===== src/rtl/sha2_w_expander_iter.sv =====
// SHA-256/512 message-schedule generator: 16-word sliding window, one W_t per cycle (SHA2_W_EARLY_STOP_EN truncates at STOP_ROUND).
// Latency: block accepted at edge k presents W_0 in cycle k+1; one idle cycle between blocks.
// Backpressure: w_ready=0 freezes window, index and outputs; blk_ready is low for the whole run.
module sha2_w_expander_iter #(
  parameter int WORD_W     = 32,
  parameter int ROUNDS     = 64,
  parameter int STOP_ROUND = 57
) (
  input  logic                 CLK,
  input  logic                 RST,
  input  logic                 blk_valid,
  output logic                 blk_ready,
  input  logic [16*WORD_W-1:0] block_in,
  output logic                 w_valid,
  input  logic                 w_ready,
  output logic [WORD_W-1:0]    w_out,
  output logic [6:0]           w_idx,
  output logic                 busy,
  output logic                 done
);

`ifdef SHA2_W_EARLY_STOP_EN
  localparam int LAST = STOP_ROUND;
`else
  localparam int LAST = ROUNDS;
`endif
  localparam logic [6:0] LAST_IDX = 7'(LAST - 1);

  generate
    if (WORD_W != 32 && WORD_W != 64) begin : g_bad_width
      $error("sha2_w_expander_iter: WORD_W must be 32 or 64");
    end
    if (ROUNDS < 16 || ROUNDS > 128) begin : g_bad_rounds
      $error("sha2_w_expander_iter: ROUNDS must be 16..128");
    end
`ifdef SHA2_W_EARLY_STOP_EN
    if (STOP_ROUND < 16 || STOP_ROUND > ROUNDS) begin : g_bad_stop
      $error("sha2_w_expander_iter: STOP_ROUND must be 16..ROUNDS");
    end
`endif
  endgenerate

  typedef enum logic {
    IDLE = 1'b0,
    RUN  = 1'b1
  } state_t;

  state_t            state;
  state_t            state_nxt;
  logic [WORD_W-1:0] window [16];
  logic [6:0]        t;
  logic              load;
  logic              fire;
  logic              fire_last;
  logic [WORD_W-1:0] w_new;

  function automatic logic [WORD_W-1:0] rotr(input logic [WORD_W-1:0] x, input int n);
    return (x >> n) | (x << (WORD_W - n));
  endfunction

  function automatic logic [WORD_W-1:0] sigma0(input logic [WORD_W-1:0] x);
    if (WORD_W == 32) return rotr(x, 7) ^ rotr(x, 18) ^ (x >> 3);
    else              return rotr(x, 1) ^ rotr(x, 8)  ^ (x >> 7);
  endfunction

  function automatic logic [WORD_W-1:0] sigma1(input logic [WORD_W-1:0] x);
    if (WORD_W == 32) return rotr(x, 17) ^ rotr(x, 19) ^ (x >> 10);
    else              return rotr(x, 19) ^ rotr(x, 61) ^ (x >> 6);
  endfunction

  // window[0] is W_t, so window[15] receives W_(t+16) from W_(t+14), W_(t+9), W_(t+1), W_t
  assign w_new     = sigma1(window[14]) + window[9] + sigma0(window[1]) + window[0];
  assign fire      = (state == RUN) && w_ready;
  assign fire_last = fire && (t == LAST_IDX);

  always_comb begin
    state_nxt = state;
    load      = 1'b0;
    case (state)
      IDLE: begin
        if (blk_valid) begin
          state_nxt = RUN;
          load      = 1'b1;
        end
      end
      RUN: begin
        if (fire_last) state_nxt = IDLE;
      end
      default: state_nxt = IDLE;
    endcase
  end

  always_ff @(posedge CLK or negedge RST) begin
    if (!RST) state <= IDLE;
    else      state <= state_nxt;
  end

  always_ff @(posedge CLK or negedge RST) begin
    if (!RST) begin
      for (int i = 0; i < 16; i++) window[i] <= '0;
      t    <= '0;
      done <= 1'b0;
    end else begin
      done <= fire_last;
      if (load) begin
        for (int i = 0; i < 16; i++) window[i] <= block_in[16*WORD_W-1 - i*WORD_W -: WORD_W];
        t <= '0;
      end else if (fire) begin
        for (int i = 0; i < 15; i++) window[i] <= window[i+1];
        window[15] <= w_new;
        t          <= t + 7'd1;
      end
    end
  end

  assign blk_ready = (state == IDLE);
  assign w_valid   = (state == RUN);
  assign busy      = (state == RUN);
  assign w_out     = window[0];
  assign w_idx     = t;

  // The index presented with a valid word never runs past the final round.
  a_idx_range: assert property (@(posedge CLK) disable iff (!RST) w_valid |-> (w_idx <= LAST_IDX));

endmodule


===== config.mk =====
export PLATFORM = sky130hd
export DESIGN_NAME = sha2_w_expander_iter
export DESIGN_NICKNAME = d
export VERILOG_FILES = /design/src/rtl/sha2_w_expander_iter.sv
export SDC_FILE = /design/constraint.sdc
export NUM_CORES = 1
export LEC_CHECK = 0
export CORE_MARGIN = 3
export CORE_UTILIZATION = 57
export CTS_CLUSTER_SIZE = 12
export DETAILED_ROUTE_END_ITERATION = 16
export GPL_TIMING_DRIVEN = 0
export PLACE_DENSITY_LB_ADDON = 0.25
export SYNTH_ARGS = -nofsm -noshare
export SYNTH_HDL_FRONTEND = slang
export SYNTH_SLANG_ARGS = --single-unit

===== constraint.sdc =====
create_clock -name CLK -period 6 [get_ports CLK]
set_input_delay 0.6 -clock CLK [delete_from_list [all_inputs] [get_ports CLK]]
set_output_delay 0.6 -clock CLK [all_outputs]
set_load 0.05 [all_outputs]

==> flow_summary.json <==
{
  "worstPathArrival_ps": 5100,
  "io_pins": 559,
  "synth_edf_count": 0,
  "p_per_area_mw_per_mm2": 586.1,
  "cts_buffers": 54,
  "post-dp-hpwl_um": 92450,
  "clkLatencyLatePin_ps": 620,
  "synth_top_family_by_area": "simple AND/OR/NAND/NOR gates",
  "synth_compound_area_frac": 0.1390,
  "die_area_mm2": 0.05177,
  "synth_cell_type_count": 54,
  "required_ps": 6510,
  "grt_pass1_wl_um": 169300,
  "max_slew_margin": 0.1123,
  "dpl_worst_slack_ps": 1529,
  "setup_slack_ps": 1406,
  "cts_tree": "yes",
  "routedWlPerCell_um": 24.54,
  "numClockSinks": 521,
  "clkTransAtPathRegs_ps": 60,
  "end_kind": "flip-flop",
  "hold_viol": 13,
  "outcome": "finished, violations left",
  "area_delta_synth_final_pct": 29.61,
  "die_h_um": 227.5,
  "gp_congestion": 1.038,
  "hp-class": "primary input to async pin",
  "syn_area_mm2": 0.02798,
  "initial_core_util": 0.5811,
  "holdWs_ps": -25.14,
  "ys_seq_area_frac": 0.4660,
  "p_leak_nw": 15.90,
  "stdcell_area_mm2": 0.03626,
  "min_period_ps": 4594,
  "crit_type": "flip-flop to flip-flop",
  "synth_fa_ha_area_frac": 0.05868,
  "clock_skew_ps": 32.15,
  "cts-root-buf": "clkbuf_16",
  "synth_flop_cell": "dfrtp_1",
  "synth-xor-area-share": 0.04414,
  "io_buffers": 558,
  "violations": "negative hold slack",
  "nets": 4696,
  "yosys_register_bits": 521,
  "yosys.area_share.simple": 0.2253,
  "drt_iter0_markers": 4231,
  "grt_usage": 0.4472,
  "async_flop_share": 1.000,
  "rsz0062_at_grt": "no",
  "antenna_found_initial": 6,
  "die_x_um": 227.5,
  "ys_warn_count": 0,
  "finish.utilization": 0.7531,
  "avgSynthCellArea_um2": 8.067,
  "cts_max_level": 2,
  "slew_violations": 0,
  "postRouteWirelength_um": 117300,
  "grt_pass1_vias": 27730,
  "crit_fanout": 5,
  "overflow": 0,
  "cts_buffer_depth": 3,
  "cts_resized": 0,
  "first_pass_iters": 7,
  "rows": 80,
  "drv_cap": 0,
  "timing.final.crit_share": 0.7657,
  "core_mm2": 0.04815,
  "dpl_cell_area_mm2": 0.03450,
  "synthMuxAreaShare": 0.001789,
  "ir_worst_vdd_mv": 0.6201,
  "netlist_instances": 3468,
  "cts-hold-fix-buffers": 0,
  "drc": 0,
  "layout-drive-gt1-share": 0.03228,
  "grt_max_degree": 125,
  "critPathLaunchType": "flip-flop",
  "ant_nets": 0,
  "post-place-cells": 4686,
  "tightest_slew_ps": 1332,
  "max_freq_mhz": 217.7,
  "route.vias.total": 29010,
  "layout.cells.non_filler": 4781,
  "via_per_inst": 6.067,
  "cts_setup_buffers": 0,
  "setup-violations-final": 0,
  "syn_nets": 4078
}
## cell families after synthesis
logic type      count (synthesis)
simple gates                 1644
compound gates                617
flops                         521
buf+inv                       446
xor+xnor                      141
fa+ha+maj                      94
mux                             5
## layout make-up
| cell class | instances | area, µm² |
|---|---|---|
| flip-flops and latches | 521 | 13040 |
| clock inverters | 7 | 87.58 |
| inverters | 125 | 469.2 |
| repair buffers | 562 | 5700 |
| plain buffers | 321 | 1349 |
| diodes | 5 | 12.51 |
| multi-input cells | 2501 | 13120 |
| well taps | 656 | 820.8 |
| fillers | 3564 | 11890 |
| clock buffers | 83 | 1662 |
## Yosys cell counts (6+ instances only)
library cell	n	area, µm²
nand3_1	17	85.08
nor3_1	11	55.05
o21ai_1	15	75.07
a21oi_1	39	195.2
nand4_1	8	50.05
o21ai_0	24	120.1
a31oi_1	497	3109
xor2_1	51	446.7
fa_1	62	1241
clkbuf_1	268	1006
nor2_1	522	1959
buf_4	33	247.7
buf_1	14	52.55
ha_1	32	400.4
and3_1	6	37.54
inv_1	125	469.2
xnor2_1	90	788.3
nand2_1	1058	3971
dfrtp_1	521	13040
## worst max-delay path, stage by stage, from the launching register on
cell	delay [ps]
dfrtp_1	320
clkbuf_1	380
xor2_1	150
xnor2_1	330
fa_1	480
inv_1	80
fa_1	420
ha_1	230
fa_1	480
a21o_1	240
a31oi_2	330
nor3_1	130
o21bai_2	220
o21ai_1	250
o211a_1	290
nor3_1	170
## stage by stage
stage	TNS, ps	hold WS, ps	total power [mW]
floorplan	0	304.4	13.78
global placement	-9691380	499.7	17.30
detailed placement	0	496.6	17.45
CTS	0	12.07	20.85
global route	0	35.98	22.55
finish	0	-25.14	21.25
## routing by layer
layer / up-vias / wire length (µm) / track usage
li1: 12590 / - / -
met2: 2282 / 50580 / 0.6606
met5: - / 13 / 0
met4: 2 / 8586 / 0.2779
met3: 460 / 15110 / 0.1179
met1: 13670 / 43020 / 0.5928
## where the power goes
group / internal (mW) / switching [mW]
combinational: 4.93 / 7.83
clock: 1.93 / 1.44
sequential: 4.42 / 0.693
total: 11.3 / 9.96
## state kept, by name, indices dropped and copies added (netlist names)
name,count
window,480
w_out,32
w_idx,7
busy,1
done,1
## cell usage in the layout, fill, tap and decap left out, types with 15 or more instances in the layout
master	Yosys	layout
nand2_1	1058	1058
clkdlybuf4s50_1	0	557
nor2_1	522	522
dfrtp_1	521	521
a31oi_1	497	497
clkbuf_1	268	278
inv_1	125	125
xnor2_1	90	90
fa_1	62	62
clkbuf_16	0	55
xor2_1	51	51
a21oi_1	39	39
buf_4	33	33
ha_1	32	32
o21ai_0	24	24
clkbuf_8	0	18
nand3_1	17	17
o21ai_1	15	15
## worst paths after layout
kind                                        startpoint                       to  slack [ps]  cells past startpoint
max in group asynchronous                          RST  window[146]$_DFFE_PN0P_        4050                      4
worst max register to register  window[50]$_DFFE_PN0P_   window[31]$_DFFE_PN0P_        1410                     15
worst min register to register   window[3]$_DFFE_PN0P_    window[3]$_DFFE_PN0P_         520                      1
worst max-delay path            window[50]$_DFFE_PN0P_   window[31]$_DFFE_PN0P_        1410                     15
min in group CLK                 window[3]$_DFFE_PN0P_    window[3]$_DFFE_PN0P_         520                      1
worst min-delay path                               RST  window[461]$_DFFE_PN0P_         -30                      1
(Power assumes the default switching activity.)
